### src/rtl/uart_fifo_cfg.sv
// uart_fifo_cfg: full-duplex UART with runtime parity/stop selection,
// majority-vote RX sampling, error/break/overrun detection and small
// show-ahead FIFOs on the host side of both directions.
//
// Handshakes: a transfer happens on a rising clk edge where valid && ready
// are both high. tx_ready and rx_valid depend only on registered state, so
// the host may sample them anywhere in the cycle. rx_data and the error flags
// show the head entry while rx_valid is high and read as zero otherwise.
module uart_fifo_cfg #(
  parameter int DATA_W   = 8,
  parameter int FIFO_AW  = 2,
  parameter int NUM_SYNC = 3
) (
  input  logic              clk,
  input  logic              reset,
  input  logic [15:0]       baud_div,
  input  logic [1:0]        parity_mode,
  input  logic              stop2,
  input  logic              rx_in,
  output logic              tx_out,
  input  logic [DATA_W-1:0] tx_data,
  input  logic              tx_valid,
  output logic              tx_ready,
  output logic              tx_idle,
  output logic [DATA_W-1:0] rx_data,
  output logic              rx_parity_err,
  output logic              rx_frame_err,
  output logic              rx_valid,
  input  logic              rx_ready,
  output logic              rx_overrun,
  input  logic              clr_overrun,
  output logic              rx_break
);

  localparam int DEPTH = 1 << FIFO_AW;
  localparam int PW    = FIFO_AW + 1;
  localparam int RXW   = DATA_W + 2;
  localparam logic [3:0] LAST_IDX = 4'(DATA_W - 1);

  typedef enum logic [2:0] {
    TX_IDLE, TX_START, TX_DATA, TX_PARITY, TX_STOP
  } tx_state_t;

  typedef enum logic [2:0] {
    RX_HUNT, RX_START, RX_DATA, RX_PARITY, RX_STOP, RX_WAIT_HIGH
  } rx_state_t;

  // ---------------------------------------------------------------- TX FIFO
  logic [DATA_W-1:0] tx_mem_q [DEPTH];
  logic [PW-1:0]     tx_wr_q, tx_wr_d, tx_rd_q, tx_rd_d;
  logic              tx_full, tx_empty, tx_we, tx_pop;
  logic [DATA_W-1:0] tx_head;

  assign tx_full  = (tx_wr_q[FIFO_AW] != tx_rd_q[FIFO_AW]) &&
                    (tx_wr_q[FIFO_AW-1:0] == tx_rd_q[FIFO_AW-1:0]);
  assign tx_empty = (tx_wr_q == tx_rd_q);
  assign tx_we    = tx_valid && !tx_full;
  assign tx_head  = tx_mem_q[tx_rd_q[FIFO_AW-1:0]];
  assign tx_ready = !tx_full;

  // TX FIFO pointer update: a write while full is dropped by tx_ready gating.
  always_comb begin
    tx_wr_d = tx_wr_q;
    tx_rd_d = tx_rd_q;
    if (tx_we)  tx_wr_d = tx_wr_q + PW'(1);
    if (tx_pop) tx_rd_d = tx_rd_q + PW'(1);
  end

  // TX FIFO storage write.
  always_ff @(posedge clk) begin
    if (tx_we) tx_mem_q[tx_wr_q[FIFO_AW-1:0]] <= tx_data;
  end

  // ---------------------------------------------------------------- TX FSM
  tx_state_t         tx_state_q, tx_state_d;
  logic [15:0]       tx_cnt_q, tx_cnt_d, tx_div_q, tx_div_d;
  logic [3:0]        tx_idx_q, tx_idx_d;
  logic [DATA_W-1:0] tx_shift_q, tx_shift_d;
  logic              tx_pbit_q, tx_pbit_d, tx_par_en_q, tx_par_en_d;
  logic              tx_stop2_q, tx_stop2_d, tx_second_q, tx_second_d;
  logic              tx_out_q, tx_out_d;
  logic              tx_bit_done, tx_load;

  assign tx_bit_done = (tx_cnt_q == tx_div_q - 16'd1);

  // TX next state: one bit per baud_div cycles; config captured when a word is loaded.
  always_comb begin
    tx_state_d  = tx_state_q;
    tx_cnt_d    = tx_cnt_q;
    tx_div_d    = tx_div_q;
    tx_idx_d    = tx_idx_q;
    tx_shift_d  = tx_shift_q;
    tx_pbit_d   = tx_pbit_q;
    tx_par_en_d = tx_par_en_q;
    tx_stop2_d  = tx_stop2_q;
    tx_second_d = tx_second_q;
    tx_load     = 1'b0;
    tx_pop      = 1'b0;
    case (tx_state_q)
      TX_IDLE: if (!tx_empty) tx_load = 1'b1;
      TX_START: begin
        tx_cnt_d = tx_cnt_q + 16'd1;
        if (tx_bit_done) begin
          tx_cnt_d   = '0;
          tx_idx_d   = '0;
          tx_state_d = TX_DATA;
        end
      end
      TX_DATA: begin
        tx_cnt_d = tx_cnt_q + 16'd1;
        if (tx_bit_done) begin
          tx_cnt_d   = '0;
          tx_shift_d = tx_shift_q >> 1;
          tx_idx_d   = tx_idx_q + 4'd1;
          if (tx_idx_q == LAST_IDX) begin
            tx_second_d = 1'b0;
            tx_state_d  = tx_par_en_q ? TX_PARITY : TX_STOP;
          end
        end
      end
      TX_PARITY: begin
        tx_cnt_d = tx_cnt_q + 16'd1;
        if (tx_bit_done) begin
          tx_cnt_d    = '0;
          tx_second_d = 1'b0;
          tx_state_d  = TX_STOP;
        end
      end
      TX_STOP: begin
        tx_cnt_d = tx_cnt_q + 16'd1;
        if (tx_bit_done) begin
          tx_cnt_d = '0;
          if (tx_stop2_q && !tx_second_q) tx_second_d = 1'b1;
          else if (!tx_empty)             tx_load     = 1'b1;
          else                            tx_state_d  = TX_IDLE;
        end
      end
      default: tx_state_d = TX_IDLE;
    endcase
    // Loading from the final stop cycle gives back-to-back frames with no gap.
    if (tx_load) begin
      tx_pop      = 1'b1;
      tx_state_d  = TX_START;
      tx_cnt_d    = '0;
      tx_shift_d  = tx_head;
      tx_div_d    = baud_div;
      tx_par_en_d = (parity_mode == 2'b01) || (parity_mode == 2'b10);
      tx_pbit_d   = (parity_mode == 2'b01) ? ~^tx_head : ^tx_head;
      tx_stop2_d  = stop2;
    end
    // Line level follows the state one cycle later, so every level lasts baud_div cycles.
    case (tx_state_q)
      TX_START:  tx_out_d = 1'b0;
      TX_DATA:   tx_out_d = tx_shift_q[0];
      TX_PARITY: tx_out_d = tx_pbit_q;
      default:   tx_out_d = 1'b1;
    endcase
  end

  assign tx_out  = tx_out_q;
  assign tx_idle = tx_empty && (tx_state_q == TX_IDLE);

  // ---------------------------------------------------------------- RX FSM
  logic [NUM_SYNC-1:0] rx_sync_q, rx_sync_d;
  logic                rx_s, rx_prev_q;
  rx_state_t           rx_state_q, rx_state_d;
  logic [15:0]         rx_cnt_q, rx_cnt_d, rx_div_q, rx_div_d, rx_mid_q, rx_mid_d;
  logic [3:0]          rx_idx_q, rx_idx_d;
  logic [DATA_W-1:0]   rx_shift_q, rx_shift_d;
  logic [1:0]          rx_smp_q, rx_smp_d;
  logic                rx_pbit_q, rx_pbit_d, rx_par_en_q, rx_par_en_d;
  logic                rx_odd_q, rx_odd_d, rx_break_q, rx_break_d;
  logic                rx_vote, rx_at_s0, rx_at_s1, rx_at_vote, rx_done;
  logic                rx_push, rx_fe, rx_pe;

  assign rx_sync_d  = {rx_sync_q[NUM_SYNC-2:0], rx_in};
  assign rx_s       = rx_sync_q[NUM_SYNC-1];
  assign rx_at_s0   = (rx_cnt_q == rx_mid_q - 16'd1);
  assign rx_at_s1   = (rx_cnt_q == rx_mid_q);
  assign rx_at_vote = (rx_cnt_q == rx_mid_q + 16'd1);
  assign rx_done    = (rx_cnt_q == rx_div_q - 16'd1);
  assign rx_vote    = (rx_smp_q[0] & rx_smp_q[1]) | (rx_smp_q[0] & rx_s) |
                      (rx_smp_q[1] & rx_s);

  // RX next state: count from the falling edge, vote three samples around mid-bit.
  always_comb begin
    rx_state_d  = rx_state_q;
    rx_cnt_d    = rx_cnt_q;
    rx_div_d    = rx_div_q;
    rx_mid_d    = rx_mid_q;
    rx_idx_d    = rx_idx_q;
    rx_shift_d  = rx_shift_q;
    rx_smp_d    = rx_smp_q;
    rx_pbit_d   = rx_pbit_q;
    rx_par_en_d = rx_par_en_q;
    rx_odd_d    = rx_odd_q;
    rx_break_d  = 1'b0;
    rx_push     = 1'b0;
    rx_fe       = 1'b0;
    rx_pe       = 1'b0;
    if (rx_state_q != RX_HUNT && rx_state_q != RX_WAIT_HIGH) begin
      rx_cnt_d = rx_done ? 16'd0 : rx_cnt_q + 16'd1;
      if (rx_at_s0) rx_smp_d[0] = rx_s;
      if (rx_at_s1) rx_smp_d[1] = rx_s;
    end
    case (rx_state_q)
      RX_HUNT: begin
        // The edge-detect cycle is count 0 of the start bit.
        if (rx_prev_q && !rx_s) begin
          rx_state_d  = RX_START;
          rx_cnt_d    = 16'd1;
          rx_div_d    = baud_div;
          rx_mid_d    = baud_div >> 1;
          rx_par_en_d = (parity_mode == 2'b01) || (parity_mode == 2'b10);
          rx_odd_d    = (parity_mode == 2'b01);
        end
      end
      RX_START: begin
        if (rx_at_vote && rx_vote) rx_state_d = RX_HUNT;
        else if (rx_done) begin
          rx_idx_d   = '0;
          rx_state_d = RX_DATA;
        end
      end
      RX_DATA: begin
        if (rx_at_vote) rx_shift_d = {rx_vote, rx_shift_q[DATA_W-1:1]};
        if (rx_done) begin
          rx_idx_d = rx_idx_q + 4'd1;
          if (rx_idx_q == LAST_IDX) rx_state_d = rx_par_en_q ? RX_PARITY : RX_STOP;
        end
      end
      RX_PARITY: begin
        if (rx_at_vote) rx_pbit_d = rx_vote;
        if (rx_done)    rx_state_d = RX_STOP;
      end
      RX_STOP: begin
        // Only the first stop bit is examined; the frame is pushed at its vote.
        if (rx_at_vote) begin
          rx_push    = 1'b1;
          rx_fe      = !rx_vote;
          rx_pe      = rx_par_en_q && ((^rx_shift_q ^ rx_pbit_q) != rx_odd_q);
          rx_break_d = !rx_vote && (rx_shift_q == '0) && (!rx_par_en_q || !rx_pbit_q);
          rx_state_d = rx_vote ? RX_HUNT : RX_WAIT_HIGH;
        end
      end
      RX_WAIT_HIGH: if (rx_s) rx_state_d = RX_HUNT;
      default: rx_state_d = RX_HUNT;
    endcase
  end

  assign rx_break = rx_break_q;

  // ---------------------------------------------------------------- RX FIFO
  logic [RXW-1:0] rx_mem_q [DEPTH];
  logic [PW-1:0]  rx_wr_q, rx_wr_d, rx_rd_q, rx_rd_d;
  logic           rx_full, rx_empty, rx_we, rx_pop, rx_ovr_q, rx_ovr_d;
  logic [RXW-1:0] rx_head;

  assign rx_full  = (rx_wr_q[FIFO_AW] != rx_rd_q[FIFO_AW]) &&
                    (rx_wr_q[FIFO_AW-1:0] == rx_rd_q[FIFO_AW-1:0]);
  assign rx_empty = (rx_wr_q == rx_rd_q);
  assign rx_pop   = !rx_empty && rx_ready;
  // A push into a full FIFO still lands if the head leaves in the same cycle.
  assign rx_we    = rx_push && (!rx_full || rx_pop);
  assign rx_head  = rx_mem_q[rx_rd_q[FIFO_AW-1:0]];

  // RX FIFO pointers and sticky overrun (a new drop beats a clear).
  always_comb begin
    rx_wr_d  = rx_wr_q;
    rx_rd_d  = rx_rd_q;
    rx_ovr_d = rx_ovr_q;
    if (rx_we)  rx_wr_d = rx_wr_q + PW'(1);
    if (rx_pop) rx_rd_d = rx_rd_q + PW'(1);
    if (clr_overrun) rx_ovr_d = 1'b0;
    if (rx_push && !rx_we) rx_ovr_d = 1'b1;
  end

  // RX FIFO storage write.
  always_ff @(posedge clk) begin
    if (rx_we) rx_mem_q[rx_wr_q[FIFO_AW-1:0]] <= {rx_fe, rx_pe, rx_shift_q};
  end

  assign rx_valid      = !rx_empty;
  assign rx_data       = rx_valid ? rx_head[DATA_W-1:0] : '0;
  assign rx_parity_err = rx_valid && rx_head[DATA_W];
  assign rx_frame_err  = rx_valid && rx_head[DATA_W+1];
  assign rx_overrun    = rx_ovr_q;

  // ---------------------------------------------------------------- registers
  // All control state; reset abandons any frame in progress and idles the line.
  always_ff @(posedge clk or posedge reset) begin
    if (reset) begin
      tx_wr_q     <= '0;
      tx_rd_q     <= '0;
      tx_state_q  <= TX_IDLE;
      tx_cnt_q    <= '0;
      tx_div_q    <= 16'd16;
      tx_idx_q    <= '0;
      tx_shift_q  <= '0;
      tx_pbit_q   <= 1'b0;
      tx_par_en_q <= 1'b0;
      tx_stop2_q  <= 1'b0;
      tx_second_q <= 1'b0;
      tx_out_q    <= 1'b1;
      rx_sync_q   <= '1;
      rx_prev_q   <= 1'b1;
      rx_state_q  <= RX_HUNT;
      rx_cnt_q    <= '0;
      rx_div_q    <= 16'd16;
      rx_mid_q    <= 16'd8;
      rx_idx_q    <= '0;
      rx_shift_q  <= '0;
      rx_smp_q    <= '0;
      rx_pbit_q   <= 1'b0;
      rx_par_en_q <= 1'b0;
      rx_odd_q    <= 1'b0;
      rx_break_q  <= 1'b0;
      rx_wr_q     <= '0;
      rx_rd_q     <= '0;
      rx_ovr_q    <= 1'b0;
    end else begin
      tx_wr_q     <= tx_wr_d;
      tx_rd_q     <= tx_rd_d;
      tx_state_q  <= tx_state_d;
      tx_cnt_q    <= tx_cnt_d;
      tx_div_q    <= tx_div_d;
      tx_idx_q    <= tx_idx_d;
      tx_shift_q  <= tx_shift_d;
      tx_pbit_q   <= tx_pbit_d;
      tx_par_en_q <= tx_par_en_d;
      tx_stop2_q  <= tx_stop2_d;
      tx_second_q <= tx_second_d;
      tx_out_q    <= tx_out_d;
      rx_sync_q   <= rx_sync_d;
      rx_prev_q   <= rx_s;
      rx_state_q  <= rx_state_d;
      rx_cnt_q    <= rx_cnt_d;
      rx_div_q    <= rx_div_d;
      rx_mid_q    <= rx_mid_d;
      rx_idx_q    <= rx_idx_d;
      rx_shift_q  <= rx_shift_d;
      rx_smp_q    <= rx_smp_d;
      rx_pbit_q   <= rx_pbit_d;
      rx_par_en_q <= rx_par_en_d;
      rx_odd_q    <= rx_odd_d;
      rx_break_q  <= rx_break_d;
      rx_wr_q     <= rx_wr_d;
      rx_rd_q     <= rx_rd_d;
      rx_ovr_q    <= rx_ovr_d;
    end
  end

endmodule
### config.mk
export PLATFORM = sky130hd
export DESIGN_NAME = uart_fifo_cfg
export DESIGN_NICKNAME = d
export VERILOG_FILES = /design/src/rtl/uart_fifo_cfg.sv
export SDC_FILE = /design/constraint.sdc
export NUM_CORES = 1
export LEC_CHECK = 0
export ABC_AREA = 1
export BUFFER_PORTS_ARGS = -buffer_cell sky130_fd_sc_hd__clkbuf_2
export CAP_MARGIN = 20
export CORE_MARGIN = 2
export CORE_UTILIZATION = 55
export DETAILED_ROUTE_END_ITERATION = 12
export MAX_ROUTING_LAYER = met4
export PLACE_DENSITY = 0.85
export RECOVER_POWER = 50
export SETUP_SLACK_MARGIN = 0.5
export SLEW_MARGIN = 30
export SYNTH_ARGS = -nofsm -noshare
export SYNTH_HDL_FRONTEND = slang
export SYNTH_SLANG_ARGS = --single-unit
### constraint.sdc
create_clock -name clk -period 3.3 [get_ports clk]
set_clock_uncertainty 0.2 [all_clocks]
set_input_delay 0 -clock clk [delete_from_list [all_inputs] [get_ports clk]]
set_output_delay 0 -clock clk [all_outputs]
set_load 0.05 [all_outputs]
==> metrics.md <==
| Metric | Value |
|---|---|
| Outcome | `finished, violations left` |
| Failing checks | `capacitance limit` |
| Mapped Area | `0.01120 mm^2` |
| Share of layout cells above drive strength 1 | `15.61%` |
| Post-route insts no fill | `1737` |
| DR WL/cell | `15.07 um` |
| Vias per cell | `5.391` |
| CP arrival | `2730 ps` |
| Congestion Overflow GR | `0` |
| Worst rel slew slack | `1.056%` |
| Pwr Density | `883.9 mW/mm^2` |
| Post-Place Cells | `1651` |
| # diodes | `0` |
| Mean Syn Cell Area | `8.279 um^2` |
| Vias in the first global route | `9174` |
| Clk pin slew, worst setup/hold paths | `80 ps` |
| Die area | `0.02153 mm^2` |
| Max Clock Freq | `359.1 MHz` |
| RSZ-0062 raised after global routing | `true` |
| GRT Overall Usage | `25.89%` |
| Final Max Tran Viols | `0` |
| Number of synthesized flops with an enable pin | `72` |
| Yosys warns | `0` |
| Iteration-0 DRC Markers | `892` |
| Port Buffer Count | `48` |
| R2r worst-path depth | `13` |
| Largest net degree at the start of global routing | `91` |
| Cell variety after synth | `51` |
| Setup crit end kind | `flop` |
| Hold path depth | `2` |
| Min Tclk post-route | `2785 ps` |
| Ys flop type | `dfrtp_1` |
| GR Util met2 | `42.68%` |
| Setup Viol. Count Final | `0` |
| Mapped Cells | `1353` |
| Antenna violations before repair | `0` |
| Startpoint types | `flop` |
| Fin Hold WS | `11.50 ps` |
| WP data required | `3250 ps` |
| Die Wd | `146.7 um` |
| WS Path Type | `reg2reg` |
| Register area share after synthesis | `46.63%` |
| DIE HEIGHT | `146.7 um` |
| FFs w/ async S/R, synth | `62.89%` |
| Seq cells post-synth | `194` |
| Crit-path max FO | `8` |
| CTS tree | `built` |
| HPWL after DPL | `18.40 mm` |
| Worst-margin pin slew | `1476 ps` |
| CTS H-Tree Depth | `4` |
| Met3 Use GR | `3.540%` |
| Placed Instance Area | `0.01173 mm^2` |
| # rows | `52` |
| Hold Violations, Final | `0` |
| Drt pass-1 iters | `5` |
| Sink Count | `194` |
| Gr busiest metal | `met2` |
| TritonCTS Buffers | `17` |
| Met1 Track Usage GR | `33.01%` |
| Antenna Nets Post-Route | `0` |
| Max cap viols | `1` |
| Final worst-path cycle share | `84.39%` |
| Clk buf depth | `2` |
| First-pass GRT wire length | `43.77 mm` |
| Synth-to-layout area growth | `16.28%` |
| Starting density of the core | `55.72%` |
| Routed WL | `26.18 mm` |
| Top Ports | `49` |
| CTS Root Cell | `clkbuf_16` |
| Max VDD drop | `0.6006 mV` |
| DR vias | `9365` |
| Design Area, Final | `0.01303 mm^2` |
| Hold WC Path Type | `in2reg` |
| Worst-Skew Late Latency | `440 ps` |
| RD Place Congestion | `1.055` |
| Total negative setup slack | `0 ps` |
| Final #Nets | `1511` |
| Net count after synthesis | `1410` |
| Core ar. | `0.02010 mm^2` |
| Remaining DRCs | `0` |
| Leak | `0.005970 uW` |
critical path, cell delays in order, from the launching register on:
cell and delay, ps:
dfstp_2 600, nand2_2 90, nor2_1 190, and2_4 200
nand2_1 50, nand2_1 70, nand3_1 90, nor2_2 190
and3_4 250, nand2_4 70, inv_4 90, nand2_8 90
nor2_4 160, buf_6 150
sequential cells by signal (all words and copies together) (netlist names), 4 cells and up:
register and flops:
rx_div_q 16, rx_idx_q 4, tx_cnt_q 16, tx_idx_q 4, tx_shift_q 8, tx_mem_q 32
rx_mem_q 40, tx_div_q 16, rx_cnt_q 16, rx_shift_q 8
area by class of cell:
type                    count  area (um^2)
clock buffers              19        442.9
clock inverters            13        141.4
fillers                  1589         7078
inverters                 169        646.9
multi-input cells         954         5329
flip-flops and latches    194         5236
well taps                 270        337.8
repair buffers            118        892.1
metal layers:
metal  vias up  routed length (um)
met4         0                 750
met5         -                   0
met1      4468               11420
met2       232               12960
met3        52                1047
li1       4613                   -
metrics by stage:
step | util, % | setup slack (ps) | power, uW
after floorplan | - | 531.7 | 7904
after global placement | 58.36 | 452.2 | 8908
after detailed placement | 58.36 | 373.4 | 9085
after CTS | 63.49 | 514.0 | 11280
after global routing | 64.79 | 400.5 | 12370
final | 64.79 | 515.2 | 11510
synthesized netlist by cell type (7+ instances only):
cell type  number  share of area [%]
inv_1         156                5.2
xnor2_1        36                2.8
ha_1           24                2.7
nand3b_1        7               0.47
nor3_1         27                1.2
buf_2          15               0.67
edfxtp_1       72                 19
a21oi_1        26                1.2
inv_2          12               0.40
o21ai_0        64                2.9
nand2_2        10               0.56
nand3_1        86                3.8
nand3_2        12                1.1
xor2_1         67                5.2
nand4_1        31                1.7
or2_2           8               0.45
clkbuf_1       14               0.47
dfstp_2         7                1.6
nor2_1        138                4.6
o21ai_2        14                1.1
dfrtp_1       115                 26
nor2_2         12               0.67
o32ai_1        10               0.78
o21ai_1         8               0.36
nand2_1       328                 11
final timing paths:
kind,startpoint,slack (ps),endpoint
setup / recovery,rx_div_q[4],520,rx_mem_q[2][0]
hold / removal,rx_in,10,rx_sync_q[0]
setup reg to reg,rx_div_q[4],520,rx_mem_q[2][0]
hold reg to reg,rx_sync_q[0],160,rx_sync_q[1]
max in group asynchronous,reset,1560,rx_sync_q[0]
min in group asynchronous,reset,250,tx_div_q[2]
placed cells by master (no fill, tap or decap), types with 17 or more instances in the layout:
master,synthesis,routed
edfxtp_1,72,72
nand3_1,86,84
xnor2_1,36,36
ha_1,24,21
nand2_1,328,325
nor3_1,27,24
a21oi_1,26,26
xor2_1,67,65
inv_1,156,151
dfrtp_1,115,105
nor2_1,138,128
nand4_1,31,31
clkbuf_16,0,17
clkbuf_2,0,36
dlygate4sd3_1,0,34
buf_4,3,24
o21ai_0,64,64
timing repair:
action	in CTS	in global routing
cloned	1	3
setup endpoints to repair	95	140
hold endpoints to repair	110	0
resized for setup	13	56
pin swaps	3	8
hold buffers	34	0
buffers inserted	4	12
report_power, final:
part           internal [uW]  switching [uW]
sequential              3050             661
clock                   1030             987
combinational           1960            3830
total                   6040            5470
logic make-up after synthesis:
family                     after synthesis  share of synthesized area (%)
DFF                                    194                          46.63
muxes                                    1                         0.1005
xor gates and xnor gates               103                          8.053
AOI/OAI and AO/OA                      142                          7.550
buffers and inverters                  205                          7.338
adders and majority gates               24                          2.681
and+or+nand+nor                        684                          27.64
Power figures use the tool's default switching activity.
